**src/rtl/gshare_predictor_pkg.sv**
```systemverilog
// Shared constants for the gshare predictor: opcode field, opcodes, bus types and system-wide sizing defaults.
// Compile-time only: no logic, no latency.
// No flow control; consumers import these names.
package gshare_predictor_pkg;

  localparam int OPCODE_RANGE_HI = 6;
  localparam int OPCODE_RANGE_LO = 0;

  localparam logic [6:0] OPCODE_JAL    = 7'b1101111;
  localparam logic [6:0] OPCODE_JALR   = 7'b1100111;
  localparam logic [6:0] OPCODE_BRANCH = 7'b1100011;

  typedef logic [31:0] addr_t;
  typedef logic [31:0] inst_t;
  typedef logic [31:0] data_t;

  localparam logic TRUE  = 1'b1;
  localparam logic FALSE = 1'b0;

  localparam int PREDICTOR_INDEX_BITS = 9;
  localparam int PREDICTOR_GHR_BITS   = 8;

endpackage

```
**src/rtl/sat_counter_update.sv**
```systemverilog
// Next-value logic for a CNT_BITS saturating counter; increments or decrements, clamping at the ends.
// Purely combinational, zero latency.
// No flow control; the caller decides when to write the result back.
module sat_counter_update #(
  parameter int CNT_BITS = 2
) (
  input  logic [CNT_BITS-1:0] i_val,
  input  logic                i_inc,
  output logic [CNT_BITS-1:0] o_val
);

  always_comb begin
    o_val = i_val;
    if (i_inc) begin
      if (i_val != {CNT_BITS{1'b1}}) o_val = i_val + CNT_BITS'(1);
    end else begin
      if (i_val != {CNT_BITS{1'b0}}) o_val = i_val - CNT_BITS'(1);
    end
  end

endmodule

```
**src/rtl/gshare_predictor.sv**
```systemverilog
// Gshare branch predictor: counter table indexed by PC^GHR, speculative GHR, commit-time training and GHR repair.
// Prediction is combinational (zero latency); table/GHR writes land on the next clk_in edge.
// rdy_in low freezes all state; GSHARE_PREDICTOR_STATS_EN adds commit/mispredict counters.
module gshare_predictor
  import gshare_predictor_pkg::*;
#(
  parameter int INDEX_BITS = PREDICTOR_INDEX_BITS,
  parameter int GHR_BITS   = PREDICTOR_GHR_BITS,
  parameter int CNT_BITS   = 2,
  parameter int USE_GSHARE = 1
) (
  input  logic                clk_in,
  input  logic                rst_in,
  input  logic                rdy_in,
  input  logic                fetch_valid_in,
  input  logic [31:0]         pc_from_fetcher,
  input  logic [31:0]         inst_from_fetcher,
  output logic [31:0]         imm_to_fetcher,
  output logic                jump_predict_flag_to_fetcher,
  output logic                is_jalr_inst_to_fetcher,
  output logic [GHR_BITS-1:0] ghr_to_fetcher,
  input  logic                enable_from_reorderbuffer,
  input  logic [31:0]         inst_addr_from_reorderbuffer,
  input  logic                jump_result_from_reorderbuffer,
  input  logic [GHR_BITS-1:0] ghr_from_reorderbuffer,
  input  logic                mispredict_from_reorderbuffer
`ifdef GSHARE_PREDICTOR_STATS_EN
  ,
  output logic [31:0]         stat_branch_cnt_out,
  output logic [31:0]         stat_mispredict_cnt_out
`endif
);

  localparam int DEPTH = 1 << INDEX_BITS;
  localparam logic [CNT_BITS-1:0] CNT_INIT = CNT_BITS'((1 << (CNT_BITS - 1)) - 1);

  function automatic logic [INDEX_BITS-1:0] table_idx(input logic [INDEX_BITS-1:0] word,
                                                      input logic [GHR_BITS-1:0]   hist);
    if (USE_GSHARE != 0) return word ^ INDEX_BITS'(hist);
    return word;
  endfunction

  logic [CNT_BITS-1:0]   r_cnt [DEPTH];
  logic [GHR_BITS-1:0]   r_ghr;

  inst_t                 w_inst;
  logic [6:0]            w_opcode;
  logic                  w_is_branch;
  logic                  w_is_jal;
  logic [INDEX_BITS-1:0] w_fetch_idx;
  logic [INDEX_BITS-1:0] w_commit_idx;
  logic [CNT_BITS-1:0]   w_fetch_cnt;
  logic [CNT_BITS-1:0]   w_cnt_next;
  logic                  w_flush;
  data_t                 w_imm_j;
  data_t                 w_imm_b;
  logic                  w_unused;

  assign w_inst      = inst_from_fetcher;
  assign w_opcode    = w_inst[OPCODE_RANGE_HI:OPCODE_RANGE_LO];
  assign w_is_branch = (w_opcode == OPCODE_BRANCH);
  assign w_is_jal    = (w_opcode == OPCODE_JAL);

  assign w_imm_j = {{12{w_inst[31]}}, w_inst[19:12], w_inst[20], w_inst[30:21], 1'b0};
  assign w_imm_b = {{20{w_inst[31]}}, w_inst[7], w_inst[30:25], w_inst[11:8], 1'b0};

  assign w_fetch_idx  = table_idx(pc_from_fetcher[INDEX_BITS+1:2], r_ghr);
  assign w_commit_idx = table_idx(inst_addr_from_reorderbuffer[INDEX_BITS+1:2], ghr_from_reorderbuffer);
  assign w_fetch_cnt  = r_cnt[w_fetch_idx];
  assign w_flush      = enable_from_reorderbuffer & mispredict_from_reorderbuffer;

  assign imm_to_fetcher               = w_is_jal ? w_imm_j : w_imm_b;
  assign jump_predict_flag_to_fetcher = w_is_jal ? TRUE : (w_is_branch ? w_fetch_cnt[CNT_BITS-1] : FALSE);
  assign is_jalr_inst_to_fetcher      = (w_opcode == OPCODE_JALR);
  assign ghr_to_fetcher               = r_ghr;

  // Only the word-index bits of either PC select a table entry.
  assign w_unused = ^{pc_from_fetcher[31:INDEX_BITS+2], pc_from_fetcher[1:0],
                      inst_addr_from_reorderbuffer[31:INDEX_BITS+2], inst_addr_from_reorderbuffer[1:0]};

  sat_counter_update #(
    .CNT_BITS (CNT_BITS)
  ) u_sat (
    .i_val (r_cnt[w_commit_idx]),
    .i_inc (jump_result_from_reorderbuffer),
    .o_val (w_cnt_next)
  );

  // A mispredict repair always wins over the same-cycle speculative shift.
  always_ff @(posedge clk_in) begin
    if (rst_in) begin
      for (int k = 0; k < DEPTH; k++) r_cnt[k] <= CNT_INIT;
      r_ghr <= '0;
    end else if (rdy_in) begin
      if (enable_from_reorderbuffer) r_cnt[w_commit_idx] <= w_cnt_next;
      if (w_flush) begin
        r_ghr <= GHR_BITS'({ghr_from_reorderbuffer, jump_result_from_reorderbuffer});
      end else if (fetch_valid_in && w_is_branch) begin
        r_ghr <= GHR_BITS'({r_ghr, jump_predict_flag_to_fetcher});
      end
    end
  end

`ifdef GSHARE_PREDICTOR_STATS_EN
  logic [31:0] r_stat_branch;
  logic [31:0] r_stat_mispredict;

  always_ff @(posedge clk_in) begin
    if (rst_in) begin
      r_stat_branch     <= '0;
      r_stat_mispredict <= '0;
    end else if (rdy_in && enable_from_reorderbuffer) begin
      r_stat_branch <= r_stat_branch + 32'd1;
      if (mispredict_from_reorderbuffer) r_stat_mispredict <= r_stat_mispredict + 32'd1;
    end
  end

  assign stat_branch_cnt_out     = r_stat_branch;
  assign stat_mispredict_cnt_out = r_stat_mispredict;
`endif

endmodule

```
**config.mk**
```make
export PLATFORM = sky130hd
export DESIGN_NAME = gshare_predictor
export DESIGN_NICKNAME = d
export VERILOG_FILES = /design/src/rtl/gshare_predictor_pkg.sv /design/src/rtl/sat_counter_update.sv /design/src/rtl/gshare_predictor.sv
export SDC_FILE = /design/constraint.sdc
export NUM_CORES = 2
export LEC_CHECK = 0
export BUFFER_PORTS_ARGS = -buffer_cell sky130_fd_sc_hd__clkbuf_2
export CAP_MARGIN = 20
export CELL_PAD_IN_SITES_DETAIL_PLACEMENT = 0
export CELL_PAD_IN_SITES_GLOBAL_PLACEMENT = 2
export CORE_MARGIN = 5
export CORE_UTILIZATION = 41
export CTS_CLUSTER_DIAMETER = 40
export DETAILED_ROUTE_END_ITERATION = 16
export PLACE_DENSITY = 0.87
export RECOVER_POWER = 25
export SLEW_MARGIN = 20
export SYNTH_ARGS = -nofsm -noshare
export SYNTH_HDL_FRONTEND = slang
export SYNTH_SLANG_ARGS = --single-unit
```
**constraint.sdc**
```tcl
create_clock -name clk_in -period 3.9 [get_ports clk_in]
set_clock_uncertainty 0.2 [all_clocks]
set_input_delay 0.195 -clock clk_in [delete_from_list [all_inputs] [get_ports clk_in]]
set_output_delay 0.195 -clock clk_in [all_outputs]
set_load 0.1 [all_outputs]
```
==> out/metrics.csv <==
stage;metric;value;unit
cts;cts_made_buffers;143;
drt;highest_layer;met5;
floorplan;start_util;41.07;%
cts;clockBufferDepth;3;
global_route;grt_pass1_vias;43500;
yosys;synth-seq-cells;1032;
critical_path;worstPathRequired;3.50;ns
pwr;leakage;23.15;nW
critical_path;cp-end-kind;output pin;
drt;antenna_left;0;
cts;clk_latency;0.77;ns
yosys;synth_ff_type;edfxtp_1;
placement;placedCellCount;6057;
drt;routed_wl;230100;um
pwr;power_density;509.1;mW/mm^2
cts;clk_pin_slew;0.05;ns
drt;initialDrtViolationCount;8242;
hold_path;min_path_type;primary input to flip-flop;
global_route;grt_start_max_net_pins;178;
floorplan;core;0.1330;mm^2
yosys;synth_area_leaders;edfxtp_1, mux4_2, nand3_1;
global_route;antenna_found_initial;7;
yosys;synth_common_cells;edfxtp_1, nand3_1, nor3_1;
drt;drc;0;
finish;nFillCells;10490;
critical_path;cp_max_fo;12;
floorplan;rows;134;
yosys;synth_most_common_cell;edfxtp_1;
timing;tightest_slew;1.374;ns
critical_path;cp_data_arrival_time;4.31;ns
critical_path;r2r_slack;-0.42;ns
run_status;violations;setup timing;
timing;max_clock_freq;212.3;MHz
placement;placed_cell_area;0.06013;mm^2
floorplan;die-area;0.1406;mm^2
yosys;synth-edff-count;1024;
finish;layout.cells.non_filler;6540;
timing;rsz0062_at_grt;true;
pwr;p_clk_share;37.2;%
drt;vias;46030;
timing;drv_slew;0;
pwr;p_sw;0.01119;W
global_route;grt_util_all_layers;30.74;%
timing;setup_violations;1649;
finish;finalNetCount;4763;
yosys;synth_nets;4359;
pwr;ir_drop;397.8;uV
timing;period_needed;4.709;ns
placement;io_buffer_count;93;
finish;final_area;0.07269;mm^2
finish;drive_gt1_share;42.16;%
timing;slew_headroom;8.174;%
cts;htree_levels;4;
critical_path;reg2reg_depth;14;
hold_path;worstHoldPathCells;5;
timing;finalWorstSetupSlack;-0.8094;ns
yosys;netlist_instances;4248;
hold_path;worstHoldEndpoint;ghr_to_fetcher[0]$_SDFFE_PP0P_;
cts;cts_root_buffer;clkbuf_16;
cts;cts_sinks;1032;
floorplan;pin_count;153;
drt;dr_wl_met2;102500;um
timing;finalHoldViolCount;0;
pwr;power_frac_seq;34.0;%
yosys;yosys_warnings;0;
floorplan;die_h;375.0;um
yosys;yosysUniqueCellTypes;48;
placement;dp_hpwl;133600;um
pwr;pwr-share-comb;28.8;%
timing;final.period_utilization;120.8;%
drt;firstDrtPassIters;8;
floorplan;die_w;375.0;um
yosys;yosysSeqAreaShare;56.60;%
global_route;grt_pass1_wl;314000;um
global_route;grt-ovfl-total;0;
finish;finalCoreUtilization;54.67;%
placement;routabilityCongestion;0.9546;
critical_path;regToRegEndpoint;r_cnt[316][1]$_SDFFCE_PN0P_;
cts;cts_tree;yes;
yosys;syn_area;0.05461;mm^2
run;cap_violations;0;
pwr;internal_power;0.02581;W
drt;wl_met1;73110;um
critical_path;start_kind;flip-flop;
pwr;power;0.03700;W
drt;viasPerCell;7.038;
run_status;status;complete, but fails checks;
yosys;synth_top_cell_by_area;edfxtp_1;
hold_path;hold_start;pc_from_fetcher[10];
critical_path;reg2reg_from;r_cnt[41][1]$_SDFFCE_PN0P_;
finish;syn_to_final_growth;33.11;%
timing;hold_slack;0.05841;ns
drt;wire_per_inst;35.19;um
critical_path;crit_type;flip-flop to output pin;
pwr;swShare;30.25;%
yosys;avgSynthCellArea;12.86;um^2
drt;wl_met3;35950;um
yosys;synthDominantCellAreaShare;56.31;%
yosys;ys_async_sr_fraction;0;%
==> worst max-delay path: stages (launching register included) <==
cell and delay [ns]:
dfxtp_4 0.36, xor2_4 0.18, buf_12 0.21, buf_4 0.16
mux4_2 0.50, mux4_2 0.59, mux4_2 0.60, nand2_1 0.11
nand4_1 0.10, and4b_4 0.28, or2_4 0.25, buf_12 0.16
==> metal layers <==
metal | global-route usage [%] | vias to the layer above
met2 | 46.39 | 4628
met4 | 19.66 | 8
met1 | 38.52 | 22670
met5 | 0 | -
li1 | - | 17650
met3 | 9.588 | 1083
==> flip-flops by register name, indices dropped and copies added (netlist names) <==
signal          count
ghr_to_fetcher      8
r_cnt            1024
==> layout make-up <==
type | count | area, um^2 | area share, %
flip-flops and latches | 1032 | 30920 | 42.53
multi-input cells | 2619 | 24410 | 33.58
well taps | 1768 | 2212 | 3.043
clock inverters | 97 | 1167 | 1.606
repair buffers | 853 | 10140 | 13.95
clock buffers | 163 | 3824 | 5.260
diodes | 5 | 12.51 | 0.01721
inverters | 3 | 12.51 | 0.01721
==> how the worst max path moves through the flow <==
stage	slack, ns	cells after the start	startpoint	endpoint
after global routing	-0.83	11	ghr_to_fetcher[1]$_SDFFE_PP0P_	jump_predict_flag_to_fetcher
final	-0.81	11	ghr_to_fetcher[1]$_SDFFE_PP0P_	jump_predict_flag_to_fetcher
after CTS	-0.77	11	ghr_to_fetcher[1]$_SDFFE_PP0P_	jump_predict_flag_to_fetcher
after floorplan	-0.16	12	ghr_to_fetcher[1]$_SDFFE_PP0P_	jump_predict_flag_to_fetcher
after global placement	-1.20	12	inst_addr_from_reorderbuffer[2]	r_cnt[372][0]$_SDFFCE_PN1P_
after detailed placement	-1.23	12	inst_addr_from_reorderbuffer[2]	r_cnt[374][0]$_SDFFCE_PN1P_
==> power by group through the flow <==
| stage | clock [W] | combinational [W] | sequential [W] |
|---|---|---|---|
| 6_report | 0.0138 | 0.0106 | 0.0126 |
| 5_1_grt | 0.0143 | 0.0107 | 0.0126 |
| 4_1_cts | 0.0137 | 0.00881 | 0.0126 |
| 3_5_place_dp | 0 | 0.00592 | 0.0128 |
| 3_3_place_gp | 0 | 0.00588 | 0.0128 |
| 2_1_floorplan | 0 | 0.00381 | 0.0127 |
==> kinds of logic after synthesis <==
family | count (synthesis) | synth area share (%)
and+or+nand+nor | 1462 | 12.80
buffers and inverters | 597 | 5.675
DFF | 1032 | 56.60
other | 1 | 0.006867
adders and majority gates | 2 | 0.03666
AOI/OAI and AO/OA | 654 | 6.479
muxes | 469 | 17.89
xor gates and xnor gates | 31 | 0.5109
==> placed cells by master (no fill, tap or decap), types with 20 or more instances in the layout <==
master	count
nor2_1	69
nor3_2	151
o21ai_0	524
bufinv_16	22
nor3_4	123
buf_8	24
a21oi_1	23
mux2i_1	56
buf_12	143
clkinv_1	20
nand2_1	202
clkbuf_1	35
nand3_1	363
a22oi_1	26
buf_4	443
clkbuf_2	70
buf_6	25
buf_16	56
dlygate4sd3_1	25
edfxtp_1	1024
mux4_2	405
nor3_1	267
clkbuf_16	191
nand3_2	218
==> metrics by stage <==
| stage | TNS [ns] | setup WS (ns) |
|---|---|---|
| final | -367.50 | -0.8094 |
| after global routing | -504.50 | -0.8290 |
| after CTS | -207.40 | -0.7662 |
| after detailed placement | -1137.48 | -1.229 |
| after global placement | -1140.28 | -1.203 |
| after floorplan | -0.1591 | -0.1591 |
==> timing repair <==
action,CTS,global route
gates cloned,68,50
endpoints found under the hold margin,56,0
hold buffers,25,0
pin swaps,6,7
gates resized for setup,257,603
setup buffers,52,57
endpoints found under the setup margin,1026,1025
(Power assumes the default switching activity.)
